**src/rtl/jesd204b_pkg.sv**
```systemverilog
// Shared constants, SYSREF mode encoding and a small modulo helper for the
// JESD204B LMFC / frame-marker block.
package jesd204b_pkg;

  localparam int F_W = 8;
  localparam int K_W = 5;
  localparam int M_W = 13;

  typedef enum logic [1:0] {
    SYSREF_IGNORE  = 2'd0,
    SYSREF_ONESHOT = 2'd1,
    SYSREF_CONT    = 2'd2,
    SYSREF_IGNORE3 = 2'd3
  } sysref_mode_e;

  // Reduces v modulo m by repeated subtraction; valid while v < 9*m, which
  // holds for a frame-octet index plus at most 8 octets of advance.
  function automatic logic [F_W:0] wrap_mod(input logic [F_W:0] v, input logic [F_W:0] m);
    logic [F_W:0] r;
    r = v;
    for (int j = 0; j < 8; j++) begin
      if (r >= m) r = r - m;
    end
    return r;
  endfunction

endpackage

```
**src/rtl/jesd204b_lmfc_ctrl_if.sv**
```systemverilog
// Link-configuration inputs, SYSREF and the LMFC / per-octet marker outputs.
// master = the LMFC generator, slave = the link layer that consumes its timing.
interface jesd204b_lmfc_ctrl_if
  import jesd204b_pkg::*;
#(
  parameter int OCTET_PER_SENT = 4,
  parameter int CNT_WIDTH      = 10
);

  logic [F_W-1:0]            cfg_f;
  logic [K_W-1:0]            cfg_k;
  logic [3:0]                cfg_early0;
  logic [3:0]                cfg_early1;
  logic [1:0]                sysref_mode;
  logic                      sysref;
  logic                      lmfc;
  logic                      lmfc_early0;
  logic                      lmfc_early1;
  logic [OCTET_PER_SENT-1:0] sof;
  logic [OCTET_PER_SENT-1:0] eof;
  logic [OCTET_PER_SENT-1:0] som;
  logic [OCTET_PER_SENT-1:0] eom;
  logic [CNT_WIDTH-1:0]      beat_cnt;
  logic                      sysref_aligned;
  logic                      sysref_err;
  logic                      cfg_err;

  modport master (
    input  cfg_f, cfg_k, cfg_early0, cfg_early1, sysref_mode, sysref,
    output lmfc, lmfc_early0, lmfc_early1, sof, eof, som, eom, beat_cnt,
           sysref_aligned, sysref_err, cfg_err
  );

  modport slave (
    output cfg_f, cfg_k, cfg_early0, cfg_early1, sysref_mode, sysref,
    input  lmfc, lmfc_early0, lmfc_early1, sof, eof, som, eom, beat_cnt,
           sysref_aligned, sysref_err, cfg_err
  );

endinterface

```
**src/rtl/jesd204b_framemark_dec.sv**
```systemverilog
// Per-octet start/end-of-frame decode from the frame-octet index of octet 0.
module jesd204b_framemark_dec
  import jesd204b_pkg::*;
#(
  parameter int OCTET_PER_SENT = 4
) (
  input  logic [F_W-1:0]            fo,
  input  logic [F_W-1:0]            f,
  output logic [OCTET_PER_SENT-1:0] sof,
  output logic [OCTET_PER_SENT-1:0] eof
);

  localparam int FW1 = F_W + 1;

  for (genvar i = 0; i < OCTET_PER_SENT; i++) begin : g_octet
    logic [FW1-1:0] idx;
    assign idx    = wrap_mod(FW1'(fo) + FW1'(i), FW1'(f) + FW1'(1));
    assign sof[i] = (idx == '0);
    assign eof[i] = (idx == FW1'(f));
  end

endmodule

```
**src/rtl/jesd204b_lmfc_ctrl.sv**
```systemverilog
// Runtime-configurable LMFC counter, look-ahead pulses, SYSREF alignment and
// per-octet frame/multiframe markers for the JESD204B data-link layer.
module jesd204b_lmfc_ctrl
  import jesd204b_pkg::*;
#(
  parameter int OCTET_PER_SENT = 4,
  parameter int CNT_WIDTH      = 10
) (
  input logic                  clk,
  input logic                  reset,
  jesd204b_lmfc_ctrl_if.master bus
);

  localparam int SH  = $clog2(OCTET_PER_SENT);
  localparam int EW  = ((CNT_WIDTH > M_W) ? CNT_WIDTH : M_W) + 1;
  localparam int FW1 = F_W + 1;

  logic [F_W-1:0]            f_q;
  logic [K_W-1:0]            k_q;
  logic [3:0]                early0_q;
  logic [3:0]                early1_q;
  sysref_mode_e              mode_q;
  logic [M_W-1:0]            m_len;
  logic [M_W-1:0]            b_len;
  logic [EW-1:0]             b_ext;
  logic [EW-1:0]             cnt_ext;
  logic [EW-1:0]             early0_at;
  logic [EW-1:0]             early1_at;
  logic                      cfg_bad;
  logic                      valid;
  logic                      at_last;
  logic                      sysref_q;
  logic                      sysref_edge;
  logic                      realign;
  logic                      aligned_q;
  logic                      err_q;
  logic [CNT_WIDTH-1:0]      cnt_q;
  logic [F_W-1:0]            fo_q;
  logic [OCTET_PER_SENT-1:0] sof_raw;
  logic [OCTET_PER_SENT-1:0] eof_raw;
  logic [OCTET_PER_SENT-1:0] som_v;
  logic [OCTET_PER_SENT-1:0] eom_v;

  // Configuration tracks the inputs only while reset is held.
  always_ff @(posedge clk) begin
    if (reset) begin
      f_q      <= bus.cfg_f;
      k_q      <= bus.cfg_k;
      early0_q <= bus.cfg_early0;
      early1_q <= bus.cfg_early1;
      mode_q   <= sysref_mode_e'(bus.sysref_mode);
    end
  end

  always_comb begin
    m_len   = M_W'((32'(f_q) + 32'd1) * (32'(k_q) + 32'd1));
    b_len   = m_len >> SH;
    b_ext   = EW'(b_len);
    cnt_ext = EW'(cnt_q);
    cfg_bad = ((m_len & M_W'(OCTET_PER_SENT - 1)) != '0)
            || (b_ext > (EW'(1) << CNT_WIDTH))
            || (EW'(early0_q) >= b_ext)
            || (EW'(early1_q) >= b_ext);
    at_last   = (cnt_ext == b_ext - EW'(1));
    early0_at = (early0_q == 4'd0) ? '0 : b_ext - EW'(early0_q);
    early1_at = (early1_q == 4'd0) ? '0 : b_ext - EW'(early1_q);
    valid     = ~reset & ~cfg_bad;
  end

  assign sysref_edge = bus.sysref & ~sysref_q & ~cfg_bad;
  assign realign     = sysref_edge
                     & (((mode_q == SYSREF_ONESHOT) & ~aligned_q) | (mode_q == SYSREF_CONT));

  // fo advances by one beat's worth of octets, modulo the frame length.
  always_ff @(posedge clk) begin
    if (reset || cfg_bad || realign) begin
      cnt_q <= '0;
      fo_q  <= '0;
    end else begin
      cnt_q <= at_last ? '0 : cnt_q + CNT_WIDTH'(1);
      fo_q  <= F_W'(wrap_mod(FW1'(fo_q) + FW1'(OCTET_PER_SENT), FW1'(f_q) + FW1'(1)));
    end
  end

  always_ff @(posedge clk) begin
    if (reset) begin
      sysref_q  <= 1'b0;
      aligned_q <= 1'b0;
      err_q     <= 1'b0;
    end else begin
      sysref_q <= bus.sysref;
      if (realign) aligned_q <= 1'b1;
      // A continuous-mode edge is only in phase when it lands on the last beat.
      if (sysref_edge && (mode_q == SYSREF_CONT) && !at_last) err_q <= 1'b1;
    end
  end

  jesd204b_framemark_dec #(
    .OCTET_PER_SENT(OCTET_PER_SENT)
  ) u_dec (
    .fo  (fo_q),
    .f   (f_q),
    .sof (sof_raw),
    .eof (eof_raw)
  );

  always_comb begin
    som_v                   = '0;
    eom_v                   = '0;
    som_v[0]                = valid & (cnt_ext == '0);
    eom_v[OCTET_PER_SENT-1] = valid & at_last;
  end

  assign bus.lmfc           = valid & (cnt_ext == '0);
  assign bus.lmfc_early0    = valid & (cnt_ext == early0_at);
  assign bus.lmfc_early1    = valid & (cnt_ext == early1_at);
  assign bus.beat_cnt       = valid ? cnt_q : '0;
  assign bus.sof            = valid ? sof_raw : '0;
  assign bus.eof            = valid ? eof_raw : '0;
  assign bus.som            = som_v;
  assign bus.eom            = eom_v;
  assign bus.sysref_aligned = ~reset & aligned_q;
  assign bus.sysref_err     = ~reset & err_q;
  assign bus.cfg_err        = ~reset & cfg_bad;

endmodule

```
**src/flat_wrapper.sv**
```systemverilog
// flat-port wrapper written by rule: the top's interface ports become plain ports
module jesd204b_lmfc_ctrl_flat import jesd204b_pkg::*;
#(
  parameter int OCTET_PER_SENT = 4,
  parameter int CNT_WIDTH      = 10
)
  (clk, reset, bus_cfg_f, bus_cfg_k, bus_cfg_early0, bus_cfg_early1, bus_sysref_mode, bus_sysref, bus_lmfc, bus_lmfc_early0, bus_lmfc_early1, bus_sof, bus_eof, bus_som, bus_eom, bus_beat_cnt, bus_sysref_aligned, bus_sysref_err, bus_cfg_err);
  jesd204b_lmfc_ctrl_if #(.OCTET_PER_SENT(OCTET_PER_SENT), .CNT_WIDTH(CNT_WIDTH)) bus_i ();
  input logic clk;
  input logic reset;
  input wire logic [$bits(bus_i.cfg_f)-1:0] bus_cfg_f;
  input wire logic [$bits(bus_i.cfg_k)-1:0] bus_cfg_k;
  input wire logic [$bits(bus_i.cfg_early0)-1:0] bus_cfg_early0;
  input wire logic [$bits(bus_i.cfg_early1)-1:0] bus_cfg_early1;
  input wire logic [$bits(bus_i.sysref_mode)-1:0] bus_sysref_mode;
  input wire logic [$bits(bus_i.sysref)-1:0] bus_sysref;
  output wire logic [$bits(bus_i.lmfc)-1:0] bus_lmfc;
  output wire logic [$bits(bus_i.lmfc_early0)-1:0] bus_lmfc_early0;
  output wire logic [$bits(bus_i.lmfc_early1)-1:0] bus_lmfc_early1;
  output wire logic [$bits(bus_i.sof)-1:0] bus_sof;
  output wire logic [$bits(bus_i.eof)-1:0] bus_eof;
  output wire logic [$bits(bus_i.som)-1:0] bus_som;
  output wire logic [$bits(bus_i.eom)-1:0] bus_eom;
  output wire logic [$bits(bus_i.beat_cnt)-1:0] bus_beat_cnt;
  output wire logic [$bits(bus_i.sysref_aligned)-1:0] bus_sysref_aligned;
  output wire logic [$bits(bus_i.sysref_err)-1:0] bus_sysref_err;
  output wire logic [$bits(bus_i.cfg_err)-1:0] bus_cfg_err;
  assign bus_i.cfg_f = bus_cfg_f;
  assign bus_i.cfg_k = bus_cfg_k;
  assign bus_i.cfg_early0 = bus_cfg_early0;
  assign bus_i.cfg_early1 = bus_cfg_early1;
  assign bus_i.sysref_mode = bus_sysref_mode;
  assign bus_i.sysref = bus_sysref;
  assign bus_lmfc = bus_i.lmfc;
  assign bus_lmfc_early0 = bus_i.lmfc_early0;
  assign bus_lmfc_early1 = bus_i.lmfc_early1;
  assign bus_sof = bus_i.sof;
  assign bus_eof = bus_i.eof;
  assign bus_som = bus_i.som;
  assign bus_eom = bus_i.eom;
  assign bus_beat_cnt = bus_i.beat_cnt;
  assign bus_sysref_aligned = bus_i.sysref_aligned;
  assign bus_sysref_err = bus_i.sysref_err;
  assign bus_cfg_err = bus_i.cfg_err;
  jesd204b_lmfc_ctrl #(.OCTET_PER_SENT(OCTET_PER_SENT), .CNT_WIDTH(CNT_WIDTH)) u_core (.clk(clk), .reset(reset), .bus(bus_i));
endmodule
```
**config.mk**
```make
export PLATFORM = sky130hd
export DESIGN_NAME = jesd204b_lmfc_ctrl_flat
export DESIGN_NICKNAME = d
export VERILOG_FILES = /design/src/rtl/jesd204b_pkg.sv /design/src/rtl/jesd204b_lmfc_ctrl_if.sv /design/src/rtl/jesd204b_framemark_dec.sv /design/src/rtl/jesd204b_lmfc_ctrl.sv /design/src/flat_wrapper.sv
export SDC_FILE = /design/constraint.sdc
export NUM_CORES = 1
export LEC_CHECK = 0
export CELL_PAD_IN_SITES_DETAIL_PLACEMENT = 0
export CELL_PAD_IN_SITES_GLOBAL_PLACEMENT = 2
export CORE_MARGIN = 3
export CORE_UTILIZATION = 30
export DETAILED_ROUTE_END_ITERATION = 10
export HOLD_SLACK_MARGIN = 0.15
export PLACE_DENSITY = 0.7
export SLEW_MARGIN = 15
export SYNTH_ARGS = -nofsm -noshare
export SYNTH_HDL_FRONTEND = slang
export SYNTH_HIERARCHICAL = 1
export SYNTH_SLANG_ARGS = --single-unit
```
**constraint.sdc**
```tcl
create_clock -name clk -period 30 [get_ports clk]
set_input_delay 6 -clock clk [delete_from_list [all_inputs] [get_ports clk]]
set_output_delay 6 -clock clk [all_outputs]
set_load 0.01 [all_outputs]
```
==> results.toml, run 1 <==
[run_status]
outcome = "complete, no violations"

[logic_synthesis]
synth_area_per_cell_um2 = 7.337
yosysTopAreaCell = "ha_1"
synthFlopType = "edfxtp_1"
synth.most_common_cell = "ha_1"
synth-edff-count = 23
synth.top_cell.area_share_pct = 15.78
yosysSeqAreaShare_pct = 3.935
synthArstFlopShare_pct = 0
synth.distinct_cells = 141
syn-instance-count = 3848
synth_common_cells = "ha_1, nand2_1, nor2_1, a21oi_1, inv_1"
synth_area_mm2 = 0.02823
synthTopCellsByArea = "ha_1, xnor2_1, mux2_2"
synth_seq_cells = 44
ys_warn_count = 6

[die]
rows = 111
core_mm2 = 0.09250
dieArea_mm2 = 0.09783
fp.dieH_um = 312.8
die_w_um = 312.8
start_util_pct = 30.52
ioPinCount = 58

[place]
gp_congestion = 0.8500
io_buffers = 51
hpwl_mm = 75.58

[final_layout]
fin_nets = 4323
fillers = 10170
drive_gt1_share_pct = 9.039
syn2layout_area_growth_pct = 8.766

[routing]
drt_pass1_iterations = 5
drc = 0
via_per_inst = 5.462
drt.antenna.violating_nets = 0
wire_per_inst_um = 18.64
totalWireLength_mm = 95.38
drt_iter0_markers = 1541
via_count = 27940

[clock_tree]
h-tree-depth = 2
cts_buffers = 5
clkSinkCount = 44
cts_hold_buf = 0
clkSlewWorstSetupHoldPaths_ns = 0.07
clockBufferDepth = 2
cts_tree = "yes"
root_buffer = "clkbuf_16"
clk_latency_ns = 0.32

[sta]
tightest_slew_ns = 1.121
timing.fmax_ghz = 0.03527
period_share_pct = 94.50
rsz0062_at_grt = "true"
drv_slew = 0
setup_viol = 0
skew_ns = 0.01874
post-route-min-period_ns = 28.35
slew_headroom_pct = 24.73
timing.hold.ws_ns = 0.4694
hold_viol = 0

[critical_path]
worst-r2r-cell-count = 98
cp_common_cell = "o21ai_0"
cp-start-kind = "flop"
cp.required_ns = 24.00
worst_ep_arrival_time_ns = 22.35
critPathSlowestCell = "edfxtp_1"
path_class = "flop to output pin"
cp_max_fo = 18
end_kind = "output pin"
max_stage_delay_ns = 0.69

[global_route]
grt_pass1_wl_mm = 151.3
met3_usage_pct = 1.547
grt_remaining_overflow = 0
grt_max_degree = 48
antenna_found_initial = 2
use_met2_pct = 32.05
use_met1_pct = 26.11
grt_use_total_pct = 18.82
grt_pass1_vias = 27340
busiest_layer = "met2"

[min_path]
min_path_type = "flop to flop"
min_delay_path_depth = 2

[job]
cap_violations = 0
## layout make-up
type	count	area (um^2)	share of cell area, %
Multi-Input combinational cell	3431	25740	83.82
Tap cell	1243	1555	5.065
Timing Repair Buffer	140	1186	3.863
Sequential cell	44	1112	3.622
Inverter	249	942.2	3.068
Clock buffer	5	125.1	0.4075
Clock inverter	3	46.29	0.1508
Antenna cell	1	2.502	0.008149
## placed cells by master, fill, tap and decap left out, types with 82 or more instances in the layout
master / n
mux2_2: 125
o21ai_0: 231
a21oi_1: 251
nand3_1: 82
buf_4: 87
nand2b_1: 95
a21o_1: 107
xnor2_1: 230
nand2_1: 335
inv_1: 242
nor2b_1: 101
xor2_1: 120
nor2_1: 310
ha_1: 355
## per-layer routing
layer / share of wire, % / routed length (um) / up-vias
met1: 49 / 46480 / 13260
met3: 3.3 / 3175 / 77
met2: 46 / 44170 / 493
met4: 1.6 / 1547 / 0
met5: 0 / 0 / -
li1: - / - / 14110
## critical path, delay by kind of cell, from the launching register on
kind	cells	cell delay, ns
buffers and inverters	8	1.74
muxes	6	2.18
xor gates and xnor gates	2	0.35
and+or+nand+nor	31	6.18
DFF	1	0.69
adders and majority gates	9	2.72
AOI/OAI and AO/OA	40	8.15
## sequential cells by signal, summed over array words and instances (netlist names), 2 cells and up
| name | count |
|---|---|
| u_core/cnt_q | 10 |
| u_core/f_q | 8 |
| u_core/early0_q | 4 |
| u_core/k_q | 5 |
| u_core/early1_q | 4 |
| u_core/fo_q | 8 |
| u_core/mode_q | 2 |
## final timing paths
kind                  from             end  slack (ns)
max          u_core/f_q[4]      bus_sof[1]        1.65
min           u_core/err_q    u_core/err_q        0.47
max reg2reg  u_core/f_q[0]  u_core/fo_q[0]        2.76
min reg2reg   u_core/err_q    u_core/err_q        0.47
## per-stage QoR
| stage | setup slack (ns) | cell area (um^2) | instances | setup TNS, ns | utilization (%) |
|---|---|---|---|---|---|
| finish | 1.650 | 30710 | 5116 | 0 | 33.20 |
| global placement | 0.8370 | 30250 | 5081 | 0 | 32.71 |
| floorplan | 2.057 | 28250 | 3853 | 0 | - |
| CTS | 0.4034 | 30420 | 5089 | 0 | 32.89 |
| global route | -0.2403 | 30700 | 5115 | -0.3201 | 33.20 |
| detailed placement | 0.7923 | 30250 | 5081 | 0 | 32.71 |
## cells by family after synthesis
group	count (synthesis)	share of synthesized area, %
other cells	1	0.01328
fa+ha+maj	448	21.53
mux	184	7.162
buf+inv	379	5.708
compound gates	1102	26.35
simple gates	1329	23.88
xor+xnor	361	11.42
flops	44	3.935
## timing repair
item                       in CTS  in global routing
buffers inserted                0                 25
resized for setup               0                 32
hold endpoints to repair        0                  0
setup endpoints to repair       0                  8
Power of run 1 is not shown: default switching activity piles up to over one toggle a cycle in this logic, so the estimate is an artifact.
==> run 2, diff against run 1 <==
--- a/config.mk
+++ b/config.mk
@@ -8,10 +8,11 @@
 export CELL_PAD_IN_SITES_DETAIL_PLACEMENT = 0
 export CELL_PAD_IN_SITES_GLOBAL_PLACEMENT = 2
 export CORE_MARGIN = 3
-export CORE_UTILIZATION = 30
+export CORE_UTILIZATION = 35
 export DETAILED_ROUTE_END_ITERATION = 10
 export HOLD_SLACK_MARGIN = 0.15
-export PLACE_DENSITY = 0.7
+export PLACE_DENSITY = 0.79
+export SKIP_LAST_GASP = 1
 export SLEW_MARGIN = 15
 export SYNTH_ARGS = -nofsm -noshare
 export SYNTH_HDL_FRONTEND = slang
==> run 2 against run 1 <==
Effect of this change:
- critical path depth decreased by 6
- utilization increased by 5.0 points
- wire length decreased by 5.5%
==> results.toml, run 2 (same netlist as run 1, synthesis figures left out) <==
[final_layout]
largest_reg_flops = 10
layout_common_cells = "ha_1, nand2_1, nor2_1"
reg_top3 = "u_core/cnt_q x10, u_core/f_q x8, u_core/fo_q x8"
stdcell_count = 4904
finalInstanceArea_mm2 = 0.03034
final_common_cell = "ha_1"
fin_nets = 4305
final_core_util_pct = 38.22
diodes = 0
regMostFlops = "u_core/cnt_q"
drive_gt1_share_pct = 8.588
syn2layout_area_growth_pct = 7.467

[routing]
drt.antenna.violating_nets = 0
totalWireLength_mm = 90.13
drc = 0
via_per_inst = 5.675
wire_per_inst_um = 18.38
via_count = 27830
drt_iter0_markers = 1773
drt_pass1_iterations = 6

[critical_path]
cp_max_fo = 13
max_stage_delay_ns = 0.73
critPathSlowestCell = "a2111oi_4"
cp_top_family = "compound AO/OA/AOI/OAI gates"
path_class = "flop to output pin"
worst_ep_arrival_time_ns = 22.20
rr_startpoint = "u_core/f_q[2]"
end_kind = "output pin"
critical_path_buf_inv_count = 8
cp-start-kind = "flop"
cp.required_ns = 24.00
cp_common_cell = "ha_1"
crit_start = "u_core/f_q[2]"

[die]
rows = 103
dieArea_mm2 = 0.08411
die_w_um = 290.0
fp.dieH_um = 290.0
ioPinCount = 58
core_mm2 = 0.07939
start_util_pct = 35.56

[job]
cap_violations = 0

[place]
io_buffers = 51
hpwl_mm = 71.28
placed_area_mm2 = 0.02998
gp_congestion = 0.8653
dp_cells = 4884

[sta]
slew_headroom_pct = 22.69
post-route-min-period_ns = 28.20
setup_viol = 0
tns_ns = 0
period_share_pct = 93.99
hold_viol = 0
skew_ns = 0.01420
tightest_slew_ns = 1.151
timing.fmax_ghz = 0.03546
rsz0062_at_grt = "true"
drv_slew = 0

[clock_tree]
cts_hold_buf = 0
clk_latency_ns = 0.31
cts_buffers = 5
clkSinkCount = 44
h-tree-depth = 2
clkSlewWorstSetupHoldPaths_ns = 0.06
root_buffer = "clkbuf_16"
cts_tree = "yes"
clockBufferDepth = 2

[global_route]
grt_max_degree = 97
grt_pass1_vias = 26540
grt_remaining_overflow = 0
grt_use_total_pct = 20.43
grt_pass1_wl_mm = 144.2
antenna_found_initial = 1

[min_path]
min_path_type = "flop to flop"
worstHoldStart = "u_core/err_q"

[run_status]
outcome = "complete, no violations"
-- run 2: cell types whose count changed in the layout (fill, tap and decap cells not counted), moves of 2 or more --
cell,previous run,this run
o21ai_4,0,2
dfxtp_1,20,18
nor2b_1,101,99
buf_4,87,69
nor4_2,3,1
o21ai_1,22,19
nor4_1,18,20
-- run 2: repair_timing --
action                                  CTS  global route
resized for setup                         0            37
setup buffers                             0            12
endpoints found under the setup margin    0             8
-- run 2: final cells by class --
type,instances,area [um^2]
Multi-Input combinational cell,3430,25750
Fill cell,8473,49050
Clock inverter,3,23.77
Timing Repair Buffer,123,1071
Sequential cell,44,1117
Tap cell,1050,1314
Inverter,249,942.2
Clock buffer,5,125.1
-- run 2: stage by stage --
stage	setup slack, ns	hold WS [ns]
2_1_floorplan	2.057	0.4290
3_3_place_gp	1.232	0.4632
3_5_place_dp	0.8941	0.4694
4_1_cts	0.4349	0.4828
5_1_grt	-0.1236	0.5087
6_report	1.802	0.4830
-- run 2: worst register-to-register path, delay by kind of cell, from the launching register on --
kind,cells,cell delay [ns]
and+or+nand+nor,29,6.53
buffers and inverters,3,1.14
AOI/OAI and AO/OA,47,11.80
DFF,1,0.62
xor gates and xnor gates,1,0.91
adders and majority gates,8,2.81
muxes,8,3.27
-- run 2: metal layers --
| layer | up-vias | global-route usage (%) | wire length, um |
|---|---|---|---|
| li1 | 14090 | - | - |
| met1 | 13170 | 28.83 | 44260 |
| met2 | 512 | 35.49 | 42220 |
| met3 | 59 | 0.6965 | 2707 |
| met4 | 0 | 2.483 | 940 |
| met5 | - | 0 | 0 |
-- run 2: worst paths after layout --
kind              slack (ns)              to  cells past startpoint
setup / recovery        1.80      bus_eof[1]                     90
hold / removal          0.48    u_core/err_q                      2
setup reg to reg        2.75  u_core/fo_q[7]                     96
hold reg to reg         0.48    u_core/err_q                      2
Power of run 2 is left out for the same reason.
